==> config.mk <==
export PLATFORM = sky130hd
export DESIGN_NAME = vsr_univ_shift_flat
export DESIGN_NICKNAME = d
export VERILOG_FILES = /design/src/rtl/vsr_univ_shift_if.sv /design/src/rtl/vsr_univ_shift.sv /design/src/flat_wrapper.sv
export SDC_FILE = /design/constraint.sdc
export NUM_CORES = 1
export LEC_CHECK = 0
export ABC_AREA = 1
export ABC_CLOCK_PERIOD_IN_PS = 3100
export CAP_MARGIN = 20
export CELL_PAD_IN_SITES_DETAIL_PLACEMENT = 0
export CELL_PAD_IN_SITES_GLOBAL_PLACEMENT = 2
export CORE_UTILIZATION = 25
export CTS_CLUSTER_SIZE = 10
export DETAILED_ROUTE_END_ITERATION = 8
export PLACE_DENSITY = 0.88
export SLEW_MARGIN = 30
export SYNTH_ARGS = -nofsm -noshare
export SYNTH_HDL_FRONTEND = slang
export SYNTH_SLANG_ARGS = --single-unit
==> constraint.sdc <==
create_clock -name clk -period 3.1 [get_ports clk]
set_input_delay 0.62 -clock clk [delete_from_list [all_inputs] [get_ports clk]]
set_output_delay 0.62 -clock clk [all_outputs]
set_load 0.02 [all_outputs]
==> src/rtl/vsr_univ_shift_if.sv <==
// Control and data bundle for the universal shift register; master drives controls, slave owns the outputs.
// All signals are sampled or updated on the rising edge of the clock the DUT is given.
interface vsr_univ_shift_if #(
    parameter int WIDTH = 4
);
    localparam int CNT_W = $clog2(WIDTH + 1);

    logic             en;
    logic [2:0]       mode;
    logic             serial_in_r;
    logic             serial_in_l;
    logic [WIDTH-1:0] par_in;
    logic [WIDTH-1:0] par_out;
    logic             serial_out_r;
    logic             serial_out_l;
    logic [CNT_W-1:0] shift_cnt;
    logic             word_done;

    modport master (
        output en, mode, serial_in_r, serial_in_l, par_in,
        input  par_out, serial_out_r, serial_out_l, shift_cnt, word_done
    );

    modport slave (
        input  en, mode, serial_in_r, serial_in_l, par_in,
        output par_out, serial_out_r, serial_out_l, shift_cnt, word_done
    );
endinterface

==> src/rtl/vsr_univ_shift.sv <==
// Universal shift register: hold/shift/load/clear per mode, shift counter, word-done pulse; VSR_ROTATE_EN adds rotate modes.
// Latency: par_out one clock after the sampling edge; serial_out_* one further clock behind the register end bits.
// Backpressure: none; en=0 stalls q and shift_cnt while the serial output stage keeps tracking q.
module vsr_univ_shift #(
    parameter int WIDTH = 4
) (
    input  logic                clk,
    input  logic                reset,
    vsr_univ_shift_if.slave     bus
);
    localparam int CNT_W = $clog2(WIDTH + 1);
    localparam logic [CNT_W-1:0] CNT_MAX  = CNT_W'(WIDTH);
    localparam logic [CNT_W-1:0] CNT_LAST = CNT_W'(WIDTH - 1);

    typedef enum logic [2:0] {
        MODE_HOLD  = 3'b000,
        MODE_SHR   = 3'b001,
        MODE_SHL   = 3'b010,
        MODE_LOAD  = 3'b011,
        MODE_ROTR  = 3'b100,
        MODE_ROTL  = 3'b101,
        MODE_CLEAR = 3'b110,
        MODE_RSVD  = 3'b111
    } mode_e;

    logic [WIDTH-1:0] q;
    logic [WIDTH-1:0] q_nxt;
    logic             sout_r;
    logic             sout_l;
    logic [CNT_W-1:0] cnt;
    logic             wd;
    logic             do_shift;
    logic             do_restart;

    always_comb begin
        q_nxt      = q;
        do_shift   = 1'b0;
        do_restart = 1'b0;
        if (bus.en) begin
            case (mode_e'(bus.mode))
                MODE_SHR: begin
                    q_nxt    = {bus.serial_in_r, q[WIDTH-1:1]};
                    do_shift = 1'b1;
                end
                MODE_SHL: begin
                    q_nxt    = {q[WIDTH-2:0], bus.serial_in_l};
                    do_shift = 1'b1;
                end
                MODE_LOAD: begin
                    q_nxt      = bus.par_in;
                    do_restart = 1'b1;
                end
`ifdef VSR_ROTATE_EN
                MODE_ROTR: begin
                    q_nxt    = {q[0], q[WIDTH-1:1]};
                    do_shift = 1'b1;
                end
                MODE_ROTL: begin
                    q_nxt    = {q[WIDTH-2:0], q[WIDTH-1]};
                    do_shift = 1'b1;
                end
`endif
                MODE_CLEAR: begin
                    q_nxt      = '0;
                    do_restart = 1'b1;
                end
                default: ;
            endcase
        end
    end

    always_ff @(posedge clk or negedge reset) begin
        if (!reset) begin
            q      <= '0;
            sout_r <= 1'b0;
            sout_l <= 1'b0;
            cnt    <= '0;
            wd     <= 1'b0;
        end else begin
            q      <= q_nxt;
            // serial stage samples the pre-update register every clock
            sout_r <= q[0];
            sout_l <= q[WIDTH-1];
            wd     <= do_shift && (cnt == CNT_LAST);
            if (do_restart) begin
                cnt <= '0;
            end else if (do_shift && (cnt != CNT_MAX)) begin
                cnt <= cnt + 1'b1;
            end
        end
    end

    assign bus.par_out      = q;
    assign bus.serial_out_r = sout_r;
    assign bus.serial_out_l = sout_l;
    assign bus.shift_cnt    = cnt;
    assign bus.word_done    = wd;
endmodule

==> src/flat_wrapper.sv <==
// flat-port wrapper written by rule: the top's interface ports become plain ports
module vsr_univ_shift_flat 
#(
    parameter int WIDTH = 4
)
  (clk, reset, bus_en, bus_mode, bus_serial_in_r, bus_serial_in_l, bus_par_in, bus_par_out, bus_serial_out_r, bus_serial_out_l, bus_shift_cnt, bus_word_done);
  vsr_univ_shift_if #(.WIDTH(WIDTH)) bus_i ();
  input  logic clk;
  input  logic reset;
  input wire logic [$bits(bus_i.en)-1:0] bus_en;
  input wire logic [$bits(bus_i.mode)-1:0] bus_mode;
  input wire logic [$bits(bus_i.serial_in_r)-1:0] bus_serial_in_r;
  input wire logic [$bits(bus_i.serial_in_l)-1:0] bus_serial_in_l;
  input wire logic [$bits(bus_i.par_in)-1:0] bus_par_in;
  output wire logic [$bits(bus_i.par_out)-1:0] bus_par_out;
  output wire logic [$bits(bus_i.serial_out_r)-1:0] bus_serial_out_r;
  output wire logic [$bits(bus_i.serial_out_l)-1:0] bus_serial_out_l;
  output wire logic [$bits(bus_i.shift_cnt)-1:0] bus_shift_cnt;
  output wire logic [$bits(bus_i.word_done)-1:0] bus_word_done;
  assign bus_i.en = bus_en;
  assign bus_i.mode = bus_mode;
  assign bus_i.serial_in_r = bus_serial_in_r;
  assign bus_i.serial_in_l = bus_serial_in_l;
  assign bus_i.par_in = bus_par_in;
  assign bus_par_out = bus_i.par_out;
  assign bus_serial_out_r = bus_i.serial_out_r;
  assign bus_serial_out_l = bus_i.serial_out_l;
  assign bus_shift_cnt = bus_i.shift_cnt;
  assign bus_word_done = bus_i.word_done;
  vsr_univ_shift #(.WIDTH(WIDTH)) u_core (.clk(clk), .reset(reset), .bus(bus_i));
endmodule
== After elaboration in Yosys (flattened, before gate mapping) ==
Index checks and enable logic that the tools add are counted.
Storage, ports and cells
  output and inout port bits: 10
  word-level logic and storage cells: 26
  input bits: 12
  register bits: 10
Operators by class
  reduce and logical (&&, ||, !) cells: 7
  add/sub/neg operators: 1
  muxes and demuxes: 7
  equal/unequal tests: 6
Operators with widths (count)
  case mux 4 bit (4 select lines): 1
  equality test 3 x 2 -> 1 bit, second input constant: 3
  2-to-1 mux 3 bit: 2
  2-to-1 mux 1 bit: 4
  nonzero test 4 bit: 1
  OR reduction 2 bit: 2
  adder 3 x 1 -> 3 bit, second input constant: 1
  equality test 3 x 1 -> 1 bit, second input constant: 1
  equality test 3 bit, second input constant: 1
  inequality test 3 bit, second input constant: 1
  logical AND 1 bit: 2
  AND reduction 2 bit: 1
  nonzero test 2 bit: 1

== Logic depth before layout (Yosys ltp) ==
Gate-level depths: netlist (run 1).
  word-level depth: 7
  gate-level depth with buffers: 7

== Worst setup path after synthesis (run 1) ==
No wires, ideal clock.
  path type: reg-to-reg
  start point: register u_core.cnt[0] (netlist: u_core.bus.shift_cnt[0])
  end point: register u_core.cnt[2] (netlist: u_core.bus.shift_cnt[2])
  setup time: 0.118 ns
  path buffers: 0
  arrival: 1.085 ns
  cell stages (with the launch flop): 6
  path slack: 1.896 ns
  data required time: 2.982 ns
  cell sequence: dfrtp_1 -> ha_1 -> ha_1 -> inv_1 -> nand4_1 -> nand2_1
Between the ends
  cells in the longest elaborated chain, start to end: 3
RTL lines
  from (decl): RTL line vsr_univ_shift.sv:30  | logic [CNT_W-1:0] cnt;
  from (signal assigned): RTL line vsr_univ_shift.sv:88  | cnt <= cnt + 1'b1;
  adder 3 x 1 -> 3 bit or inequality test 3 bit (tied branches): RTL line vsr_univ_shift.sv:88, vsr_univ_shift.sv:87
  2-to-1 mux 3 bit or logical AND 1 bit (tied branches): RTL line vsr_univ_shift.sv:87  | end else if (do_shift && (cnt != CNT_MAX)) begin
  2-to-1 mux 3 bit or nonzero test 2 bit (tied branches)
Parallel ways exist; a longest one is shown, timed or not. The select of a mux whose other input is x is not followed.
A chain may end at the register's enable or synchronous reset.

== Final worst setup path (run 1) ==
  start point: register u_core.cnt[1] (netlist: u_core.bus.shift_cnt[1])
  end point: output bus_shift_cnt[1]
RTL lines
  to (decl): RTL line flat_wrapper.sv:18  | output wire logic [$bits(bus_i.shift_cnt)-1:0] bus_shift_cnt;
No word-level cell between the ends.

==> Implementation_results.wiki, run 1 <==
{| class="wikitable"
! Metric !! Value
|-
| Count of maximum capacitance violations || 0
|-
| Area overhead of the layout relative to synthesis || 44.6%
|-
| Area used by multi-input combinational logic || 312 um^2
|-
| Sequential cell fraction of total power || 39.0%
|-
| I/O Buffers || 21
|-
| First-pass GRT wire length || 2.28 mm
|-
| Die Wd || 52.3 um
|-
| Largest stage delay on the critical path || 0.63 ns
|-
| Instance count on the critical path || 1
|-
| Synthesized flop and latch total || 10
|-
| Maximum vdd ir drop || 223 uV
|-
| Worst-Skew Late Latency || 0.26 ns
|-
| Critical Path AT || 1.30 ns
|-
| Final worst clock skew || 0.000574 ns
|-
| Setup violations, final || 0
|-
| Number of hold violations in the final report || 0
|-
| Sw Ratio || 32.9%
|-
| Count of fill cells added during filler insertion || 255
|-
| Mean instance size in the synthesized netlist || 7.52 um^2
|-
| Clock power frac || 25.4%
|-
| Setup tns final || 0 ns
|-
| Number of detailed-routing iterations run before antenna repair || 4
|-
| Headroom to the max-slew limit || 70.1%
|-
| Area enclosed by the die boundary || 2730 um^2
|-
| Category of the critical setup timing path || flip-flop to primary output
|-
| Actual transition at the worst max-transition pin || 0.447 ns
|-
| Post-layout power || 0.449 mW
|-
| WL per Instance || 9.82 um
|-
| TritonCTS clock tree || done
|-
| Deepest clock path buffer count || 2
|-
| Number of buffers created by CTS || 3
|-
| CTS clk-pin slew, worst paths || 0.06 ns
|-
| Overall via count from detail_route || 570
|-
| Reported leakage power || 0.460 nW
|-
| Internal power summed over all cells || 0.301 mW
|-
| Number of instances in the synthesized netlist || 84
|-
| Routed wire length || 1.35 mm
|-
| Average via count per standard cell || 4.16
|-
| Hold_buf cts || 0
|-
| Placeable Area || 2300 um^2
|-
| Min-Delay Path Class || flip-flop to flip-flop
|-
| Gr ovfl total || 0
|-
| Number of buffers and inverters on the critical path || 1
|-
| Relative contribution of combinational cells to total power || 35.7%
|-
| Net Count, Synth || 99
|-
| FF+latch area || 250 um^2
|-
| Number of antenna repair diodes || 0
|-
| Power per Cell Area || 491 nW/um^2
|-
| Final Slew Violations || 0
|-
| Proportion of synthesized chip area in sequential cells || 39.6%
|-
| Global placer's final weighted congestion || 0.764
|-
| Vias in the first global route || 519
|-
| Setup slack, reg-to-reg || 1.93 ns
|-
| Portion of the clock cycle consumed by the worst path in the final layout || 61.9%
|-
| Master of the slowest instance on the critical path || sky130_fd_sc_hd__clkdlybuf4s50_1
|-
| Start point of the worst min-delay path || u_core.bus.par_out[3]
|-
| Half-perimeter wire length of the detailed placement result || 1.11 mm
|-
| Number of warnings printed during yosys synthesis || 0
|-
| Layout net count || 125
|-
| Die Ht || 52.3 um
|-
| Worst hold path cell count || 0
|-
| Cell family contributing the most delay on the critical path || buffers and inverters
|-
| Crit. End Element || primary output
|-
| Distinct cell type count of the synthesized netlist || 15
|-
| Post-CTS Setup Bufs || 0
|-
| Antenna-violating nets left || 0
|-
| Cell Count, Final, Fillers Out || 137
|-
| Net Sw Power || 0.148 mW
|-
| Start of the worst register-to-register path || u_core.bus.shift_cnt[0]
|-
| Number of ports placed on the die boundary || 22
|-
| RSZ-0062 raised after global routing || false
|-
| Iteration-0 DRC count of the detailed router || 3
|-
| Kind of start point of the critical path || flip-flop
|-
| Result of the run || finished clean
|-
| Ratio of cells with drive above 1 in the final layout || 19.3%
|-
| Master cell of the clock root buffer || sky130_fd_sc_hd__clkbuf_4
|-
| Placed Cells || 133
|-
| Highest clock frequency the design can meet || 521 MHz
|-
| Largest net degree at the start of global routing || 11
|-
| Min Clock Period, post-route || 1.92 ns
|-
| Required time worst endpoint || 2.48 ns
|-
| H-Tree Depth || 1
|-
| Remaining design rule violation count || 0
|-
| Starting density of the core || 27.5%
|-
| Post-cts repair resize count || 0
|-
| Count of clock tree sinks || 10
|-
| Summed instance area of the synthesized netlist || 632 um^2
|-
| Cell Chain, Critical Path || clkdlybuf4s50_1
|-
| Largest driver fanout on the critical path || 4
|-
| Cell row count || 17
|-
| Antenna violations before repair || 0
|-
| Total routing resource utilization after global routing || 11.6%
|-
| Source of the critical timing path || u_core.bus.shift_cnt[1]
|-
| Register-to-Register Path Depth || 5
|}
-- path summary, 6_finish.rpt --
path / end
max: bus_shift_cnt[1]
min: u_core.bus.serial_out_l
max reg2reg: u_core.bus.shift_cnt[2]
min reg2reg: u_core.bus.serial_out_l
max in group asynchronous: u_core.bus.par_out[3]
min in group asynchronous: u_core.bus.par_out[1]
-- metrics by stage --
step           instance area (um^2)  worst slack, ns  hold slack [ns]  util [%]
2_1_floorplan                   632             1.90            0.324         -
3_3_place_gp                    877             1.23            0.438      38.2
3_5_place_dp                    877             1.24            0.441      38.2
4_1_cts                         913             1.17            0.458      39.8
5_1_grt                         913             1.12            0.475      39.8
6_report                        913             1.18            0.449      39.8
-- cells by family after synthesis --
group	count (synthesis)	synth area share [%]
adder cells (fa/ha/maj)	3	5.94
AND/OR/NAND/NOR	48	36.4
AO/OA/AOI/OAI	5	6.93
flip-flops	10	39.6
buffers and inverters	18	11.1
-- cell usage after synthesis --
| library cell | number | share of area (%) |
|---|---|---|
| sky130_fd_sc_hd__nand2_1 | 10 | 5.9 |
| sky130_fd_sc_hd__nand2_2 | 1 | 0.99 |
| sky130_fd_sc_hd__nor2_2 | 4 | 4.0 |
| sky130_fd_sc_hd__nand3_1 | 6 | 4.8 |
| sky130_fd_sc_hd__nor2_1 | 20 | 12 |
| sky130_fd_sc_hd__ha_1 | 3 | 5.9 |
| sky130_fd_sc_hd__inv_1 | 14 | 8.3 |
| sky130_fd_sc_hd__and3_1 | 1 | 0.99 |
| sky130_fd_sc_hd__nand4_1 | 3 | 3.0 |
| sky130_fd_sc_hd__inv_2 | 3 | 1.8 |
| sky130_fd_sc_hd__nand2_4 | 1 | 1.8 |
| sky130_fd_sc_hd__dfrtp_1 | 10 | 40 |
| sky130_fd_sc_hd__inv_4 | 1 | 0.99 |
| sky130_fd_sc_hd__a21oi_2 | 5 | 6.9 |
| sky130_fd_sc_hd__nand3_2 | 2 | 3.2 |
-- cell usage in the layout (no fill, tap or decap), drive strengths merged --
master,synthesis,final
a21oi,5,5
and3,1,1
clkbuf,0,4
clkdlybuf4s50,0,21
dfrtp,10,10
ha,3,3
inv,18,18
nand2,12,12
nand3,8,8
nand4,3,3
nor2,24,24
-- power by group through the flow --
stage	combinational, mW	clock [mW]	sequential [mW]
final	0.160	0.114	0.175
after detailed placement	0.162	0	0.178
after global placement	0.162	0	0.177
after CTS	0.162	0.119	0.175
after global routing	0.177	0.126	0.179
after floorplan	0.0577	0	0.201
-- layer usage --
layer  track usage [%]  up-vias  wire [um]
met1              15.4      244        662
met3              1.74        2         70
li1                  -      311          -
met2              17.7       13        595
met5                 0        -          0
met4              6.58        0         18
-- flip-flops by register name, indices dropped and copies added (netlist names) --
signal                   cells
u_core.bus.par_out           4
u_core.bus.shift_cnt         3
u_core.bus.serial_out_l      1
u_core.bus.word_done         1
u_core.bus.serial_out_r      1
-- area by class of cell --
class | instances | share of cell area [%]
sequential | 10 | 27.4
clock buffer | 4 | 3.97
multi-input combinational | 56 | 34.1
tap | 28 | 3.84
inverter | 18 | 7.67
timing repair buffer | 21 | 23.0
Note: power is estimated with default switching activity, not from simulation.
==> run 2, diff against run 1 <==
--- a/config.mk
+++ b/config.mk
@@ -6,14 +6,14 @@
 export NUM_CORES = 1
 export LEC_CHECK = 0
 export ABC_AREA = 1
-export ABC_CLOCK_PERIOD_IN_PS = 3100
+export ABC_CLOCK_PERIOD_IN_PS = 1680
 export CAP_MARGIN = 20
 export CELL_PAD_IN_SITES_DETAIL_PLACEMENT = 0
 export CELL_PAD_IN_SITES_GLOBAL_PLACEMENT = 2
-export CORE_UTILIZATION = 25
+export CORE_UTILIZATION = 21
 export CTS_CLUSTER_SIZE = 10
 export DETAILED_ROUTE_END_ITERATION = 8
-export PLACE_DENSITY = 0.88
+export PLACE_DENSITY = 0.8
 export SLEW_MARGIN = 30
 export SYNTH_ARGS = -nofsm -noshare
 export SYNTH_HDL_FRONTEND = slang
==> constraint.sdc (replaced) <==
create_clock -name clk -period 1.68 [get_ports clk]
set_input_delay 0.336 -clock clk [delete_from_list [all_inputs] [get_ports clk]]
set_output_delay 0.336 -clock clk [all_outputs]
set_load 0.02 [all_outputs]
==> run 2 against run 1 <==
The run now ends with DRC left. Die area rose by 18%. Core utilization down 7.5 points. Final cell count is 1.5% higher. Highest routed layer unchanged. Combinational power increased by 83%. Largest cell class unchanged. Design area fell by 0.82%. Sequential share of layout area up 0.23 points. First-iteration DRC count increased to 3.3 times the previous value. Non-clock buffer count unchanged. Worst hold slack lost 0.055 ns. Total power up 71%.
==> Implementation_results.wiki, run 2 (same netlist as run 1, synthesis figures left out) <==
{| class="wikitable"
! Metric !! Value
|-
| Final worst clock skew || 0.000850 ns (was 0.000574 ns)
|-
| Headroom to the max-slew limit || 70.1% (about the same)
|-
| Power per Cell Area || 849 nW/um^2 (was 491 nW/um^2)
|-
| Terminus of the critical flop-to-flop path || u_core.bus.shift_cnt[2] (unchanged)
|-
| Antenna violations before repair || 0 (unchanged)
|-
| Final cell utilization of the core || 32.3% (was 39.8%)
|-
| Largest driver fanout on the critical path || 4 (unchanged)
|-
| Number of antenna repair diodes || 0 (unchanged)
|-
| Violations in the final reports || DRC
|-
| Deepest clock path buffer count || 2 (unchanged)
|-
| WL per Instance || 9.55 um (was 9.82 um)
|-
| Overall via count from detail_route || 570 (unchanged)
|-
| Number of buffers and inverters on the critical path || 1 (unchanged)
|-
| Portion of the clock cycle consumed by the worst path in the final layout || 96.2%
|-
| Grt met3 use || 2.07% (was 1.74%)
|-
| Average via count per standard cell || 4.10 (was 4.16)
|-
| Required time worst endpoint || 1.34 ns (was 2.48 ns)
|-
| Total routing resource utilization after global routing || 9.31% (was 11.6%)
|-
| Cell row count || 19 (was 17)
|-
| Actual transition at the worst max-transition pin || 0.447 ns (about the same)
|-
| Largest stage delay on the critical path || 0.63 ns (about the same)
|-
| Kind of start point of the critical path || flip-flop (unchanged)
|-
| Min Clock Period, post-route || 1.62 ns
|-
| Placed Cells || 136 (was 133)
|-
| Flip-flop count of the largest register after layout || 4 (unchanged)
|-
| Area enclosed by the die boundary || 3230 um^2 (was 2730 um^2)
|-
| Antenna-violating nets left || 0 (unchanged)
|-
| Category of the critical setup timing path || flip-flop to primary output (unchanged)
|-
| Global placer's final weighted congestion || 0.776 (was 0.764)
|-
| Iteration-0 DRC count of the detailed router || 10 (was 3)
|-
| Ratio of cells with drive above 1 in the final layout || 18.5% (was 19.3%)
|-
| Count of clock tree sinks || 10 (unchanged)
|-
| Die Ht || 56.9 um (was 52.3 um)
|-
| Routing layer with the top usage in global route || met2 (unchanged)
|-
| Instance count on the critical path || 1 (unchanged)
|-
| Area after detailed placement || 881 um^2 (was 877 um^2)
|-
| Routed wire length || 1.33 mm (was 1.35 mm)
|-
| Setup violations, final || 0 (unchanged)
|-
| Master of the slowest instance on the critical path || sky130_fd_sc_hd__clkdlybuf4s50_1 (unchanged)
|-
| Reported leakage power || 0.460 nW (about the same)
|-
| Maximum vdd ir drop || 155 uV (was 223 uV)
|-
| Number of detailed-routing iterations run before antenna repair || 6 (was 4)
|-
| Cell Count, Final, Fillers Out || 139 (was 137)
|-
| Number of hold violations in the final report || 0 (unchanged)
|-
| Number of buffers created by CTS || 3 (unchanged)
|-
| First-pass GRT wire length || 2.29 mm (was 2.28 mm)
|-
| Layout net count || 125 (unchanged)
|-
| Final Slew Violations || 0 (unchanged)
|-
| Most used cells in the layout excluding fill and tap cells || 20 x sky130_fd_sc_hd__nor2_1, 20 x sky130_fd_sc_hd__clkdlybuf4s50_1, 14 x sky130_fd_sc_hd__inv_1 (was 21 x sky130_fd_sc_hd__clkdlybuf4s50_1, 20 x sky130_fd_sc_hd__nor2_1, 14 x sky130_fd_sc_hd__inv_1)
|-
| Half-perimeter wire length of the detailed placement result || 1.08 mm (was 1.11 mm)
|-
| CTS clk-pin slew, worst paths || 0.06 ns (about the same)
|-
| Remaining design rule violation count || 2 (was 0)
|-
| Placeable Area || 2810 um^2 (was 2300 um^2)
|-
| Cell family contributing the most delay on the critical path || buffers and inverters (unchanged)
|-
| Gr ovfl total || 0 (unchanged)
|-
| Critical Path AT || 1.28 ns (was 1.30 ns)
|-
| Crit. End Element || primary output (unchanged)
|-
| Count of fill cells added during filler insertion || 321 (was 255)
|-
| Register-to-Register Path Depth || 5 (unchanged)
|-
| Start of the worst register-to-register path || u_core.bus.shift_cnt[0] (unchanged)
|-
| Starting density of the core || 22.5% (was 27.5%)
|-
| I/O Buffers || 21 (unchanged)
|-
| Area overhead of the layout relative to synthesis || 43.4% (was 44.6%)
|-
| Largest net degree at the start of global routing || 11 (unchanged)
|-
| H-Tree Depth || 1 (unchanged)
|-
| Cell Chain, Critical Path || clkdlybuf4s50_1 (unchanged)
|-
| Setup slack, reg-to-reg || 0.52 ns (was 1.93 ns)
|-
| RSZ-0062 raised after global routing || false (unchanged)
|-
| Min-Delay Path Class || primary input to asynchronous set/reset pin (was flip-flop to flip-flop)
|-
| TritonCTS clock tree || done (unchanged)
|-
| Routing usage on met2 || 13.8% (was 17.7%)
|-
| Met1 layer usage reported by global route || 12.0% (was 15.4%)
|-
| Count of maximum capacitance violations || 0 (unchanged)
|-
| Die Wd || 56.9 um (was 52.3 um)
|-
| Setup tns final || 0 ns (unchanged)
|-
| Highest clock frequency the design can meet || 619 MHz
|-
| Master cell of the clock root buffer || sky130_fd_sc_hd__clkbuf_4 (unchanged)
|-
| Non-Filler Cell Area, Final || 906 um^2 (was 913 um^2)
|-
| Worst-Skew Late Latency || 0.25 ns (was 0.26 ns)
|-
| Number of ports placed on the die boundary || 22 (unchanged)
|-
| Vias in the first global route || 541 (was 519)
|-
| Result of the run || finished with violations (was finished clean)
|}
## run 2: metal layers
layer  part of all wire [%]  vias to the layer above
li1                       -                      307
met1                     52                      243
met2                     41                       18
met3                    5.0                        2
met4                    2.0                        0
met5                      0                        -
## run 2: cell type report
cell class	count	area, um^2	area share [%]
Timing Repair Buffer	21	213	23.5
Inverter	18	70.1	7.73
Sequential cell	10	250	27.6
Tap cell	31	38.8	4.28
Clock buffer	3	22.5	2.49
Multi-Input combinational cell	56	312	34.4
## run 2: timing repair
item / in CTS / in global routing
setup buffers: 0 / 0
setup endpoints to repair: 0 / 1
resized for setup: 0 / 1
hold buffers: 0 / 0
hold endpoints to repair: 0 / 0
## run 2: where the power goes
part | leakage (nW) | internal [mW] | total, mW | switching [mW]
sequential | 0.121 | 0.282 | 0.320 | 0.0372
combinational | 0.325 | 0.140 | 0.293 | 0.153
clock | 0.0138 | 0.0824 | 0.156 | 0.0739
total | 0.460 | 0.505 | 0.769 | 0.264
## run 2: per-stage QoR
stage	setup slack, ns	power (mW)	hold WS, ns
floorplan	0.476	0.478	0.0404
global placement	0.127	0.625	0.432
detailed placement	0.105	0.625	0.434
CTS	0.0449	0.783	0.412
global route	0.00684	0.825	0.424
finish	0.0633	0.769	0.394
## run 2: worst max-delay path by stage
stage | from | end | slack, ns
global route | u_core.bus.shift_cnt[1] | bus_shift_cnt[1] | 0.007
finish | u_core.bus.shift_cnt[2] | bus_shift_cnt[2] | 0.06
floorplan | u_core.bus.shift_cnt[0] | u_core.bus.shift_cnt[2] | 0.48
global placement | bus_mode[0] | u_core.bus.par_out[0] | 0.13
detailed placement | bus_mode[0] | u_core.bus.par_out[0] | 0.11
CTS | u_core.bus.par_out[0] | bus_par_out[0] | 0.04
==> run 3, diff against run 2 <==
--- a/config.mk
+++ b/config.mk
@@ -13,8 +13,10 @@
 export CORE_UTILIZATION = 21
 export CTS_CLUSTER_SIZE = 10
 export DETAILED_ROUTE_END_ITERATION = 8
+export GPL_TIMING_DRIVEN = 1
 export PLACE_DENSITY = 0.8
 export SLEW_MARGIN = 30
 export SYNTH_ARGS = -nofsm -noshare
 export SYNTH_HDL_FRONTEND = slang
 export SYNTH_SLANG_ARGS = --single-unit
+export TNS_END_PERCENT = 30
==> results of run 3 <==
Final layout, timing and power as in run 2 (identical DEF).
